===== config.mk =====
export PLATFORM = sky130hd
export DESIGN_NAME = mc_controller_flat
export DESIGN_NICKNAME = d
export VERILOG_FILES = /design/src/rtl/mc_pkg.sv /design/src/rtl/mc_controller_if.sv /design/src/rtl/mc_aludec.sv /design/src/rtl/mc_controller.sv /design/src/flat_wrapper.sv
export SDC_FILE = /design/constraint.sdc
export NUM_CORES = 1
export LEC_CHECK = 0
export BUFFER_PORTS_ARGS = -buffer_cell sky130_fd_sc_hd__buf_4
export CORE_MARGIN = 2
export CORE_UTILIZATION = 35
export DETAILED_ROUTE_END_ITERATION = 8
export PLACE_DENSITY_LB_ADDON = 0.1
export SYNTH_ARGS = -nofsm -noshare
export SYNTH_HDL_FRONTEND = slang
export SYNTH_SLANG_ARGS = --single-unit

===== constraint.sdc =====
create_clock -name clk -period 2.6 [get_ports clk]
set_input_delay 0.39 -clock clk [delete_from_list [all_inputs] [get_ports clk]]
set_output_delay 0.39 -clock clk [all_outputs]
set_load 0.03 [all_outputs]

===== src/rtl/mc_pkg.sv =====
// Shared types and encodings for the multicycle MIPS controller and its ALU.
package mc_pkg;

  typedef enum logic [3:0] {
    FETCH, DECODE, MEMADR, MEMRD, MEMWB, MEMWR,
    RTYPEEX, RTYPEWB, BEQEX, ADDIEX, ADDIWB, JEX
  } statetype;

  localparam logic [5:0] OP_LW    = 6'b100011;
  localparam logic [5:0] OP_SW    = 6'b101011;
  localparam logic [5:0] OP_RTYPE = 6'b000000;
  localparam logic [5:0] OP_BEQ   = 6'b000100;
  localparam logic [5:0] OP_ADDI  = 6'b001000;
  localparam logic [5:0] OP_J     = 6'b000010;

  localparam logic [5:0] F_ADD = 6'b100000;
  localparam logic [5:0] F_SUB = 6'b100010;
  localparam logic [5:0] F_AND = 6'b100100;
  localparam logic [5:0] F_OR  = 6'b100101;
  localparam logic [5:0] F_SLT = 6'b101010;

  typedef logic [1:0] aluop_t;
  localparam aluop_t ALUOP_ADD   = 2'b00;
  localparam aluop_t ALUOP_SUB   = 2'b01;
  localparam aluop_t ALUOP_FUNCT = 2'b10;

  localparam logic [2:0] ALU_AND = 3'b000;
  localparam logic [2:0] ALU_OR  = 3'b001;
  localparam logic [2:0] ALU_ADD = 3'b010;
  localparam logic [2:0] ALU_SUB = 3'b110;
  localparam logic [2:0] ALU_SLT = 3'b111;

endpackage


===== src/rtl/mc_controller_if.sv =====
// Controller <-> datapath bundle: instruction fields and zero in, selects/enables out.
interface mc_controller_if;
  logic [5:0] op;
  logic [5:0] funct;
  logic       zero;
  logic       pcen;
  logic       iord;
  logic       memwrite;
  logic       irwrite;
  logic       regdst;
  logic       memtoreg;
  logic       regwrite;
  logic       alusrca;
  logic [1:0] alusrcb;
  logic [1:0] pcsrc;
  logic [2:0] alucontrol;

  modport master (
    input  op, funct, zero,
    output pcen, iord, memwrite, irwrite, regdst, memtoreg, regwrite,
           alusrca, alusrcb, pcsrc, alucontrol
  );

  modport slave (
    output op, funct, zero,
    input  pcen, iord, memwrite, irwrite, regdst, memtoreg, regwrite,
           alusrca, alusrcb, pcsrc, alucontrol
  );
endinterface


===== src/rtl/mc_aludec.sv =====
// ALU decoder: maps the controller's aluop (and funct for R-type) to the ALU function code.
module mc_aludec
  import mc_pkg::*;
(
  input  aluop_t     i_aluop,
  input  logic [5:0] i_funct,
  output logic [2:0] o_alucontrol
);

  always_comb begin
    o_alucontrol = ALU_AND;
    case (i_aluop)
      ALUOP_ADD: o_alucontrol = ALU_ADD;
      ALUOP_SUB: o_alucontrol = ALU_SUB;
      ALUOP_FUNCT: begin
        case (i_funct)
          F_ADD:   o_alucontrol = ALU_ADD;
          F_SUB:   o_alucontrol = ALU_SUB;
          F_AND:   o_alucontrol = ALU_AND;
          F_OR:    o_alucontrol = ALU_OR;
          F_SLT:   o_alucontrol = ALU_SLT;
          default: o_alucontrol = ALU_AND;
        endcase
      end
      default: o_alucontrol = ALU_AND;
    endcase
  end

endmodule


===== src/rtl/mc_controller.sv =====
// Multicycle MIPS control FSM (Moore); all datapath controls decode from state,
// with only pcen (zero) and alucontrol (funct) depending on live inputs.
module mc_controller
  import mc_pkg::*;
(
  input  logic clk,
  input  logic reset,
  mc_controller_if.master bus
);

  statetype r_state;
  statetype w_next;

  logic   w_pcwrite, w_branch;
  logic   w_iord, w_memwrite, w_irwrite, w_regdst, w_memtoreg, w_regwrite, w_alusrca;
  logic [1:0] w_alusrcb, w_pcsrc;
  aluop_t w_aluop;
  logic [2:0] w_alucontrol;

  always_ff @(posedge clk) begin
    if (reset) r_state <= FETCH;
    else       r_state <= w_next;
  end

  always_comb begin
    w_next = FETCH;
    case (r_state)
      FETCH: w_next = DECODE;
      DECODE: begin
        case (bus.op)
          OP_LW, OP_SW: w_next = MEMADR;
          OP_RTYPE:     w_next = RTYPEEX;
          OP_BEQ:       w_next = BEQEX;
          OP_ADDI:      w_next = ADDIEX;
          OP_J:         w_next = JEX;
          default:      w_next = FETCH;
        endcase
      end
      MEMADR:  w_next = (bus.op == OP_LW) ? MEMRD : MEMWR;
      MEMRD:   w_next = MEMWB;
      RTYPEEX: w_next = RTYPEWB;
      ADDIEX:  w_next = ADDIWB;
      default: w_next = FETCH;
    endcase
  end

  always_comb begin
    w_pcwrite  = 1'b0;
    w_branch   = 1'b0;
    w_iord     = 1'b0;
    w_memwrite = 1'b0;
    w_irwrite  = 1'b0;
    w_regdst   = 1'b0;
    w_memtoreg = 1'b0;
    w_regwrite = 1'b0;
    w_alusrca  = 1'b0;
    w_alusrcb  = 2'b00;
    w_pcsrc    = 2'b00;
    w_aluop    = ALUOP_ADD;
    case (r_state)
      FETCH: begin
        w_irwrite = 1'b1;
        w_pcwrite = 1'b1;
        w_alusrcb = 2'b01;
      end
      DECODE: w_alusrcb = 2'b11;
      MEMADR, ADDIEX: begin
        w_alusrca = 1'b1;
        w_alusrcb = 2'b10;
      end
      MEMRD: w_iord = 1'b1;
      MEMWB: begin
        w_memtoreg = 1'b1;
        w_regwrite = 1'b1;
      end
      MEMWR: begin
        w_iord     = 1'b1;
        w_memwrite = 1'b1;
      end
      RTYPEEX: begin
        w_alusrca = 1'b1;
        w_aluop   = ALUOP_FUNCT;
      end
      RTYPEWB: begin
        w_regdst   = 1'b1;
        w_regwrite = 1'b1;
      end
      BEQEX: begin
        w_alusrca = 1'b1;
        w_aluop   = ALUOP_SUB;
        w_pcsrc   = 2'b01;
        w_branch  = 1'b1;
      end
      ADDIWB: w_regwrite = 1'b1;
      JEX: begin
        w_pcsrc   = 2'b10;
        w_pcwrite = 1'b1;
      end
      default: ;
    endcase
  end

  mc_aludec u_aludec (
    .i_aluop      (w_aluop),
    .i_funct      (bus.funct),
    .o_alucontrol (w_alucontrol)
  );

  // Branch is taken in the same cycle the ALU compares, so zero gates pcen combinationally.
  assign bus.pcen       = w_pcwrite | (w_branch & bus.zero);
  assign bus.iord       = w_iord;
  assign bus.memwrite   = w_memwrite;
  assign bus.irwrite    = w_irwrite;
  assign bus.regdst     = w_regdst;
  assign bus.memtoreg   = w_memtoreg;
  assign bus.regwrite   = w_regwrite;
  assign bus.alusrca    = w_alusrca;
  assign bus.alusrcb    = w_alusrcb;
  assign bus.pcsrc      = w_pcsrc;
  assign bus.alucontrol = w_alucontrol;

endmodule


===== src/flat_wrapper.sv =====
// flat-port wrapper written by rule: the top's interface ports become plain ports
module mc_controller_flat import mc_pkg::*;
  (clk, reset, bus_op, bus_funct, bus_zero, bus_pcen, bus_iord, bus_memwrite, bus_irwrite, bus_regdst, bus_memtoreg, bus_regwrite, bus_alusrca, bus_alusrcb, bus_pcsrc, bus_alucontrol);
  mc_controller_if bus_i ();
  input  logic clk;
  input  logic reset;
  input wire logic [$bits(bus_i.op)-1:0] bus_op;
  input wire logic [$bits(bus_i.funct)-1:0] bus_funct;
  input wire logic [$bits(bus_i.zero)-1:0] bus_zero;
  output wire logic [$bits(bus_i.pcen)-1:0] bus_pcen;
  output wire logic [$bits(bus_i.iord)-1:0] bus_iord;
  output wire logic [$bits(bus_i.memwrite)-1:0] bus_memwrite;
  output wire logic [$bits(bus_i.irwrite)-1:0] bus_irwrite;
  output wire logic [$bits(bus_i.regdst)-1:0] bus_regdst;
  output wire logic [$bits(bus_i.memtoreg)-1:0] bus_memtoreg;
  output wire logic [$bits(bus_i.regwrite)-1:0] bus_regwrite;
  output wire logic [$bits(bus_i.alusrca)-1:0] bus_alusrca;
  output wire logic [$bits(bus_i.alusrcb)-1:0] bus_alusrcb;
  output wire logic [$bits(bus_i.pcsrc)-1:0] bus_pcsrc;
  output wire logic [$bits(bus_i.alucontrol)-1:0] bus_alucontrol;
  assign bus_i.op = bus_op;
  assign bus_i.funct = bus_funct;
  assign bus_i.zero = bus_zero;
  assign bus_pcen = bus_i.pcen;
  assign bus_iord = bus_i.iord;
  assign bus_memwrite = bus_i.memwrite;
  assign bus_irwrite = bus_i.irwrite;
  assign bus_regdst = bus_i.regdst;
  assign bus_memtoreg = bus_i.memtoreg;
  assign bus_regwrite = bus_i.regwrite;
  assign bus_alusrca = bus_i.alusrca;
  assign bus_alusrcb = bus_i.alusrcb;
  assign bus_pcsrc = bus_i.pcsrc;
  assign bus_alucontrol = bus_i.alucontrol;
  mc_controller u_core (.clk(clk), .reset(reset), .bus(bus_i));
endmodule

== Word-level counts from Yosys, hierarchy flattened ==
Cells that the tools add are included.

* Register bits after elaboration: 4
* Input port bits: 15
* Output and inout port bits: 15
* Logic and storage cells: 51

* Eq/ne operators: 22
* Mux-type cells: 17
* Bitwise logic cells: 2
* Reduce and logical (&&, ||, !) cells: 9

{| class="wikitable"
|+ Operator list
! kind !! number
|-
| $eq A6 B6 Y1 const B || 6
|-
| $pmux W4 S6 || 1
|-
| $pmux W4 S5 || 1
|-
| $eq A4 B3 Y1 const B || 4
|-
| $eq A4 B4 Y1 const B || 4
|-
| $pmux W3 S4 || 1
|-
| $mux W1 || 9
|-
| $pmux W3 S3 || 1
|-
| $eq A4 B2 Y1 const B || 2
|-
| $pmux W2 S2 || 2
|-
| $reduce_or A2 Y1 || 4
|-
| $eq A6 B2 Y1 const B || 1
|-
| $eq A6 B3 Y1 const B || 1
|-
| $eq A6 B4 Y1 const B || 1
|-
| $logic_not A6 Y1 || 1
|-
| $pmux W2 S3 || 1
|-
| $eq A4 B1 Y1 const B || 1
|-
| $logic_not A4 Y1 || 1
|-
| $reduce_or A4 Y1 || 1
|-
| $mux W3 || 1
|-
| $reduce_or A3 Y1 || 1
|-
| $eq A2 B1 Y1 const B || 1
|-
| $eq A2 B2 Y1 const B || 1
|-
| $logic_not A2 Y1 || 1
|-
| other kinds (2) || 2
|}

== Logic depth before layout (Yosys ltp) ==
Gate-level depths: netlist (run 1).

* Word-level depth: 4
* Mapped depth: 5
* Depth with buffers taken out: 4

== Modules after synthesis ==
A second synthesis (run 1) with hierarchy kept.

* Cell total of the unflattened synthesis: 70
* Area, all modules: 534.3 sq um

{| class="wikitable"
|+ By module, submodules not included
! module !! instances !! cells each !! area each (sq um) !! sequential area each (sq um)
|-
| mc_controller || 1 || 60 || 447.9 || 80.1
|-
| mc_aludec || 1 || 10 || 86.3 || 0.0
|}

== Worst setup path before layout (run 1) ==
OpenSTA, ideal clock, no wires.

* Path type: register to output
* Start: register u_core.r_state[2]
* End: output bus_alucontrol[2]
* Arrival: 1.784 ns
* Required time: 2.210 ns
* Setup slack: 0.426 ns
* Stages on the path, launching flop included: 5
* Path buffers: 1
* Cell sequence: dfxtp_1 -> buf_2 -> nand2b_1 -> nor3_1 -> o21bai_1

* Cells in the longest elaborated chain, start to end: 4
* Elaborated cells on any way between the ends: 7
* Those cells by class: eq/ne: 4; mux: 2; reduce/logical: 1

{| class="wikitable"
|+ RTL lines
! item !! RTL line !! source
|-
| from (decl) || mc_controller.sv:11 || <nowiki>statetype r_state;</nowiki>
|-
| from (signal assigned) || mc_controller.sv:22 || <nowiki>else r_state <= w_next;</nowiki>
|-
| $eq A4 B4 Y1 / $eq A4 B3 Y1 (equally long branches) || mc_controller.sv:60 || <nowiki>case (r_state)</nowiki>
|-
| $pmux W2 S2 * || mc_controller.sv:60 ||
|-
| $eq A2 B2 Y1, or another cell as far along || mc_aludec.sv:12 || <nowiki>case (i_aluop)</nowiki>
|-
| $pmux W3 S3 * || mc_aludec.sv:12 ||
|-
| to (decl) || flat_wrapper.sv:20 || <nowiki>output wire logic [$bits(bus_i.alucontrol)-1:0] bus_alucontrol;</nowiki>
|}

Mark *: on every way between the ends. The rest lies on a longest branch, timed or not.

== Worst setup path after layout (run 1) ==
Ends and elaborated chain as after synthesis.

==> results by group, run 1 <==
Outcome
  – Outcome: complete, no violations

Yosys
  – Seq/Total Area, Yosys: between 10% and 20%
  – Synthesis Warnings: 0
  – Synth unique cells: 29
  – Largest family of logic cells by synthesized area: simple AND/OR/NAND/NOR gates
  – Yosys reg bits: 4
  – Synth Net Count: 84
  – Synth Instances: 69
  – Syn Std Cell Area: 497 sq um
  – Compound-cell area share of the yosys netlist: between 20% and 30%
  – Share of the synthesized area in the top cell type: between 15 and 20%
  – Simple-Gate Fraction of Synth Area: between 40% and 50%
  – Synth Area per Inst: 7.20 sq um
  – Adder-Cell Fraction of Synth Area: 0%
  – Area leader, netlist: dfxtp_1
  – Post-Synth XOR/XNOR Area: around 5.3%
  – Largest cells by area after synthesis: dfxtp_1 (16%), nand2b_1 (8.8%), nor3_1 (6.0%)
  – Mux cell area share after synthesis: roughly 2%

Clocking
  – CTS clk-pin slew, worst paths: approximately 40 ps
  – Post-CTS Setup Inserts: 0
  – CTS tree: built
  – # hold bufs at CTS: 0
  – PostCTS Resize Cnt: 0
  – Max clock buf depth: 2
  – Num CTS Buffers: 3
  – Worst skew pair latency: between 200 and 250 ps
  – Max H-tree Level: 1
  – CTS Sinks: 4
  – Root Driver: clkbuf_4

GRT
  – First-pass GRT wire length: 2060 microns
  – Largest net degree at the start of global routing: 15
  – GRT Total Usage: between 10% and 20%
  – Initial antenna violation count: 0
  – Vias in the first global route: a little over 500
  – Total gr overflow: 0

Power and ir drop
  – Peak supply drop: 0.000194 V
  – Pwr per Cell Area: around 300 nW/um^2
  – Power Total: roughly 0.22 mW
  – P_leak: about 0.32 nW

Critical path
  – Slowest CP cell: dfxtp_1
  – R2R depth: 4
  – CP arrival: 1650 ps
  – CP Capture Type: output port
  – Critical path's top delay family: flip-flops
  – Worst endpoint required time: 2210 ps
  – FF-to-FF Start: u_core.r_state[1]
  – Startpoint types: flop
  – Crit-path max cell delay: 580 ps
  – Reg-to-reg endpoint: u_core.r_state[0]
  – Critical Path Sink: bus_alucontrol[2]
  – WP depth: 5
  – Setup CP Type: reg -> out
  – Worst setup path start: u_core.r_state[2]
  – Crit-path cells: nand2b_1, nor2_1, nand3b_1, o21bai_1, buf_4
  – R2R Setup Slk: 1000 ps
  – Worst path buffer plus inverter count: 1
  – Crit path max fanout: 12

Timing
  – # setup viols final: 0
  – Slew margin rel.: between 60% and 70%
  – Crit share post-route: roughly four fifths
  – RSZ-0062 raised after global routing: no
  – Post-Route Setup TNS: 0 ps
  – Max-slew violations: 0
  – Hold Fails Final Rpt: 0
  – Final setup margin: ~560 ps
  – Fmax: between 0.4 and 0.5 GHz
  – Worst slew pin tran: 476 ps
  – Clock skew: 1.76 ps
  – Fin crit period: about 2000 ps

Routing
  – Vias/cell: ~5.4
  – Drt first pass iters: 4
  – Final WL: around 1200 microns
  – Post-route ant nets: 0
  – Number of DRC markers in iteration 0: 15
  – DR vias: 600
  – # DRC: 0
  – Routed wire per std cell: roughly 11 microns

Floorplan
  – Die area: 1740 sq um
  – CORE AREA: between 1000 and 1500 sq um
  – Chip Width: 41.7 microns
  – Initial core utilization: a little under two fifths
  – Rows: 13
  – # IOs: 30
  – Die height: around 42 microns

Place
  – Post-DP HPWL: between 900 and 1000 microns
  – Post-place setup slack: 791 ps
  – IO buf count: 29
  – Gpl congestion: roughly 0.76

Cells and area
  – Area growth syn-to-layout: 48.4%
  – N_diodes: 0
  – # nets final: 114
  – Top flop regs: u_core.r_state x4
  – Max FFs per register: 4
  – Most flops, register: u_core.r_state
  – Share of layout cells above drive strength 1: between 30% and 40%

Worst hold path
  – Hold Crit Class: in -> reg

Flow run
  – Number of max-cap violations: 0
## per-stage QoR
step	std cells	cell area, sq um	hold slack (ps)	util, %
after global routing	112	737	330	55.9
after floorplan	69	497	466	-
after CTS	112	737	322	55.9
after detailed placement	109	714	570	54.2
final	112	737	331	55.9
after global placement	109	714	568	54.2
## logic make-up (layout without fill, tap and decap cells)
family / count (synthesis) / after routing
buffers and inverters: 7 / 35
AND/OR/NAND/NOR: 39 / 39
flip-flops: 4 / 4
XOR/XNOR: 3 / 3
AO/OA/AOI/OAI: 15 / 15
multiplexers: 1 / 1
## power breakdown
part	switching, mW	leakage (nW)	internal [mW]
combinational	0.0357	0.276	0.0382
sequential	0.00684	0.0326	0.0637
clock	0.0236	0.0138	0.0515
## cell usage after synthesis (all sizes together)
cell     number
nor2          8
nand2b        7
nor3          6
dfxtp         4
nand2         4
a21o          3
a21oi         3
buf           3
inv           3
nor3b         3
nor4          3
xnor2         3
a31oi         2
nor2b         2
a2111oi       1
a21boi        1
a221oi        1
a311o         1
and3          1
clkbuf        1
mux2i         1
nand3         1
nand3b        1
nand4b        1
nor4b         1
nor4bb        1
o21bai        1
o22ai         1
o31ai         1
## area by class of cell
class / instances / area, sq um
Sequential cell: 4 / 80.1
Inverter: 3 / 11.3
Timing Repair Buffer: 29 / 218
Fill cell: 137 / 581
Multi-Input combinational cell: 58 / 387
Clock buffer: 3 / 22.5
Tap cell: 15 / 18.8
## cell usage in the layout, fill, tap and decap left out, drive strengths merged
cell type and instances:
a2111oi 1, a21boi 1, a21o 3, a21oi 3, a221oi 1, a311o 1
a31oi 2, and3 1, buf 29, clkbuf 3, dfxtp 4, inv 3
mux2i 1, nand2 4, nand2b 7, nand3 1, nand3b 1, nand4b 1
nor2 8, nor2b 2, nor3 6, nor3b 3, nor4 3, nor4b 1
nor4bb 1, o21bai 1, o22ai 1, o31ai 1, xnor2 3
## per-layer routing
layer  up-vias  track usage, %  routed length (microns)
met5         -               0                        0
met4         0            5.81                        0
met3         0            1.30                       62
met2        21            23.4                      587
met1       266            18.9                      595
li1        313               -                        -
## worst min-delay path by stage
stage / depth (start not counted) / slack (ps) / to / start
2_1_floorplan: 1 / 470 / u_core.r_state[3] / reset
3_3_place_gp: 2 / 570 / u_core.r_state[3] / reset
3_5_place_dp: 2 / 570 / u_core.r_state[3] / reset
4_1_cts: 2 / 320 / u_core.r_state[3] / reset
5_1_grt: 2 / 330 / u_core.r_state[3] / reset
6_report: 2 / 330 / u_core.r_state[3] / reset
(Power assumes the default switching activity.)
==> run 2, diff against run 1 <==
- ABC_AREA: not set -> 1
- clock period: 2.6 -> 2.05 ns (I/O delays scaled with it)
==> results by group, run 2 <==
Place
  – Inst Count DP: 141
  – IO buf count: 29
  – Area after DPL: 728 sq um
  – Gpl congestion: 0.789
  – Post-DP HPWL: around 1200 microns

GRT
  – Vias in the first global route: roughly 600
  – Initial antenna violation count: 0
  – GRT Total Usage: 16.4%
  – Largest net degree at the start of global routing: 7
  – First-pass GRT wire length: 2290 microns
  – Total gr overflow: 0

Cells and area
  – # nets final: around 150
  – Multi-input logic area: about 330 sq um
  – Top flop regs: u_core.r_state x4
  – Max FFs per register: 4
  – Design Area, Final: roughly 750 sq um
  – Reg area: ~80 sq um
  – Fin util: between 50% and 60%
  – Most flops, register: u_core.r_state
  – Area growth syn-to-layout: 52.7%
  – Commonest non-fill, non-tap cell in the layout: buf_4
  – Layout filler cell count: 152
  – Share of layout cells above drive strength 1: about 29%
  – N_diodes: 0
  – Most frequent cells in the layout: buf_4 (29), nor2_1 (27), inv_1 (20), nand2_1 (16), nand3_1 (8)
  – Post-Layout Cell Count: 144

Routing
  – M1 WL: about 630 microns
  – Routed wire per std cell: ~9.4 microns
  – Final WL: roughly 1400 microns
  – Number of DRC markers in iteration 0: 11
  – # DRC: 0
  – Met3 WL: between 60 and 70 microns
  – Vias/cell: about 4.7
  – Drt first pass iters: 4
  – Post-route ant nets: 0
  – Top Layer Used: met4
  – Met2 wire length: about 650 microns
  – DR vias: 680

Yosys
  – Share of the synthesized area in the top cell type: 20.6%
  – Largest cells by area after synthesis: nor2_1 (21%), dfxtp_1 (16%), inv_1 (15%)
  – Area leader, netlist: nor2_1
  – Synth top cells by count: nor2_1 (27), inv_1 (20), nand2_1 (16), nand3_1 (8), a21oi_1 (5)
  – Top FF cell, synth: dfxtp_1
  – Synthesis Warnings: 0
  – Count leader, synth: nor2_1
  – Syn Std Cell Area: just under 500 sq um
  – Synth unique cells: 15
  – Yosys reg bits: 4
  – Post-synth EDFFs: 0
  – Synth Net Count: 112
  – Seq/Total Area, Yosys: between 10% and 20%
  – Synth Area per Inst: 5.07 sq um
  – Synth Instances: 97
  – Async S/R FF share, synth: 0%

Clocking
  – Post-CTS Setup Inserts: 0
  – CTS clk-pin slew, worst paths: 40 ps
  – Num CTS Buffers: 3
  – PostCTS Resize Cnt: 0
  – CTS tree: built
  – Max clock buf depth: 2
  – CTS Sinks: 4
  – Worst skew pair latency: 230 ps
  – Max H-tree Level: 1
  – # hold bufs at CTS: 0
  – Root Driver: clkbuf_4

Worst hold path
  – Hold_sp: reset
  – Worst Hold Endpoint: u_core.r_state[0]
  – Hold Crit Class: in -> reg
  – Worst hold path cell count: 2

Critical path
  – Slowest CP cell: dfxtp_1
  – Crit path max fanout: 6
  – R2R Setup Slk: 900 ps
  – Crit-path cells: nand2_1, nor2_2, nand3_1, o22ai_1, buf_4
  – Setup CP Type: reg -> out
  – FF-to-FF Start: u_core.r_state[0]
  – Worst endpoint required time: between 1500 and 2000 ps
  – Crit-path max cell delay: around 400 ps
  – CP arrival: between 1000 and 1500 ps
  – Reg-to-reg endpoint: u_core.r_state[2]
  – R2R depth: 9
  – Startpoint types: flop
  – CP Capture Type: output port

Timing
  – Fmax: about 0.59 GHz
  – RSZ-0062 raised after global routing: no
  – Post-Route Setup TNS: 0 ps
  – Max-slew violations: 0
  – Worst slew pin tran: between 300 and 400 ps
  – Crit share post-route: a little over four fifths
  – Clock skew: 0.726 ps
  – Hold Fails Final Rpt: 0
  – Slew margin rel.: between 70% and 80%
  – # setup viols final: 0
  – Fin crit period: 1710 ps

Floorplan
  – Die area: ~1700 sq um
  – Initial core utilization: between 30 and 40%
  – Die height: 41.5 microns
  – Chip Width: between 40 and 50 microns
  – CORE AREA: between 1000 and 1500 sq um
  – # IOs: 30
  – Rows: 13

Power and ir drop
  – Peak supply drop: ~0.00026 V
  – P_leak: ~0.44 nW
  – Clock share of power: a little over a third
  – Pwr per Cell Area: 361 nW/um^2
  – Net switching power: approximately 0.086 mW
  – Cell Int Power: approximately 0.18 mW
  – Comb power frac: 33.5%
  – Sw Share: around a third
  – Power Total: around 0.27 mW
  – Sequential share of power: a little under a third

Flow run
  – Number of max-cap violations: 0

Outcome
  – Outcome: complete, no violations
## run 2: power by group through the flow
stage	sequential, mW	combinational [mW]	clock, mW
after floorplan	0.0837	0.0481	0
after global placement	0.0838	0.0894	0
after detailed placement	0.0842	0.0908	0
after CTS	0.0830	0.0910	0.0987
after global routing	0.0830	0.100	0.111
final	0.0832	0.0907	0.0970
## run 2: how the worst max path moves through the flow
stage          cells past startpoint  slack, ps           endpoint               from
6_report                           5        340  bus_alucontrol[0]  u_core.r_state[1]
3_3_place_gp                       7        620           bus_pcen  u_core.r_state[3]
4_1_cts                            7        350           bus_pcen  u_core.r_state[3]
2_1_floorplan                      4        340       bus_regwrite  u_core.r_state[1]
5_1_grt                            7        240           bus_pcen  u_core.r_state[3]
3_5_place_dp                       7        600           bus_pcen  u_core.r_state[3]
## run 2: cell families (layout without fill, tap and decap cells)
family,after synthesis,count (layout),synth area share [%]
buf+inv,21,53,16.0
simple gates,61,61,56.0
compound gates,11,11,11.7
flops,4,4,16.3
## run 2: stage by stage
step | worst slack (ps) | hold slack [ps]
4_1_cts | 348 | 250
3_3_place_gp | 619 | 495
6_report | 344 | 255
2_1_floorplan | 343 | 377
3_5_place_dp | 601 | 493
5_1_grt | 240 | 250
## run 2: worst max-delay path: cells and delay by family (launching register included)
kind	cells	cell delay, ps
AND/OR/NAND/NOR	3	450
flip-flops	1	400
AO/OA/AOI/OAI	1	140
buffers and inverters	1	180
## run 2: layer usage
layer	vias to the layer above	GRT usage (%)
li1	370	-
met1	289	20.3
met2	19	28.4
met3	2	1.30
met4	0	7.74
met5	-	0
## run 2: area by class of cell
type | instances | share of cell area (%)
multi-input combinational | 72 | 44.3
sequential | 4 | 10.7
tap | 15 | 2.50
inverter | 21 | 10.5
clock buffer | 3 | 3.00
timing repair buffer | 29 | 29.0
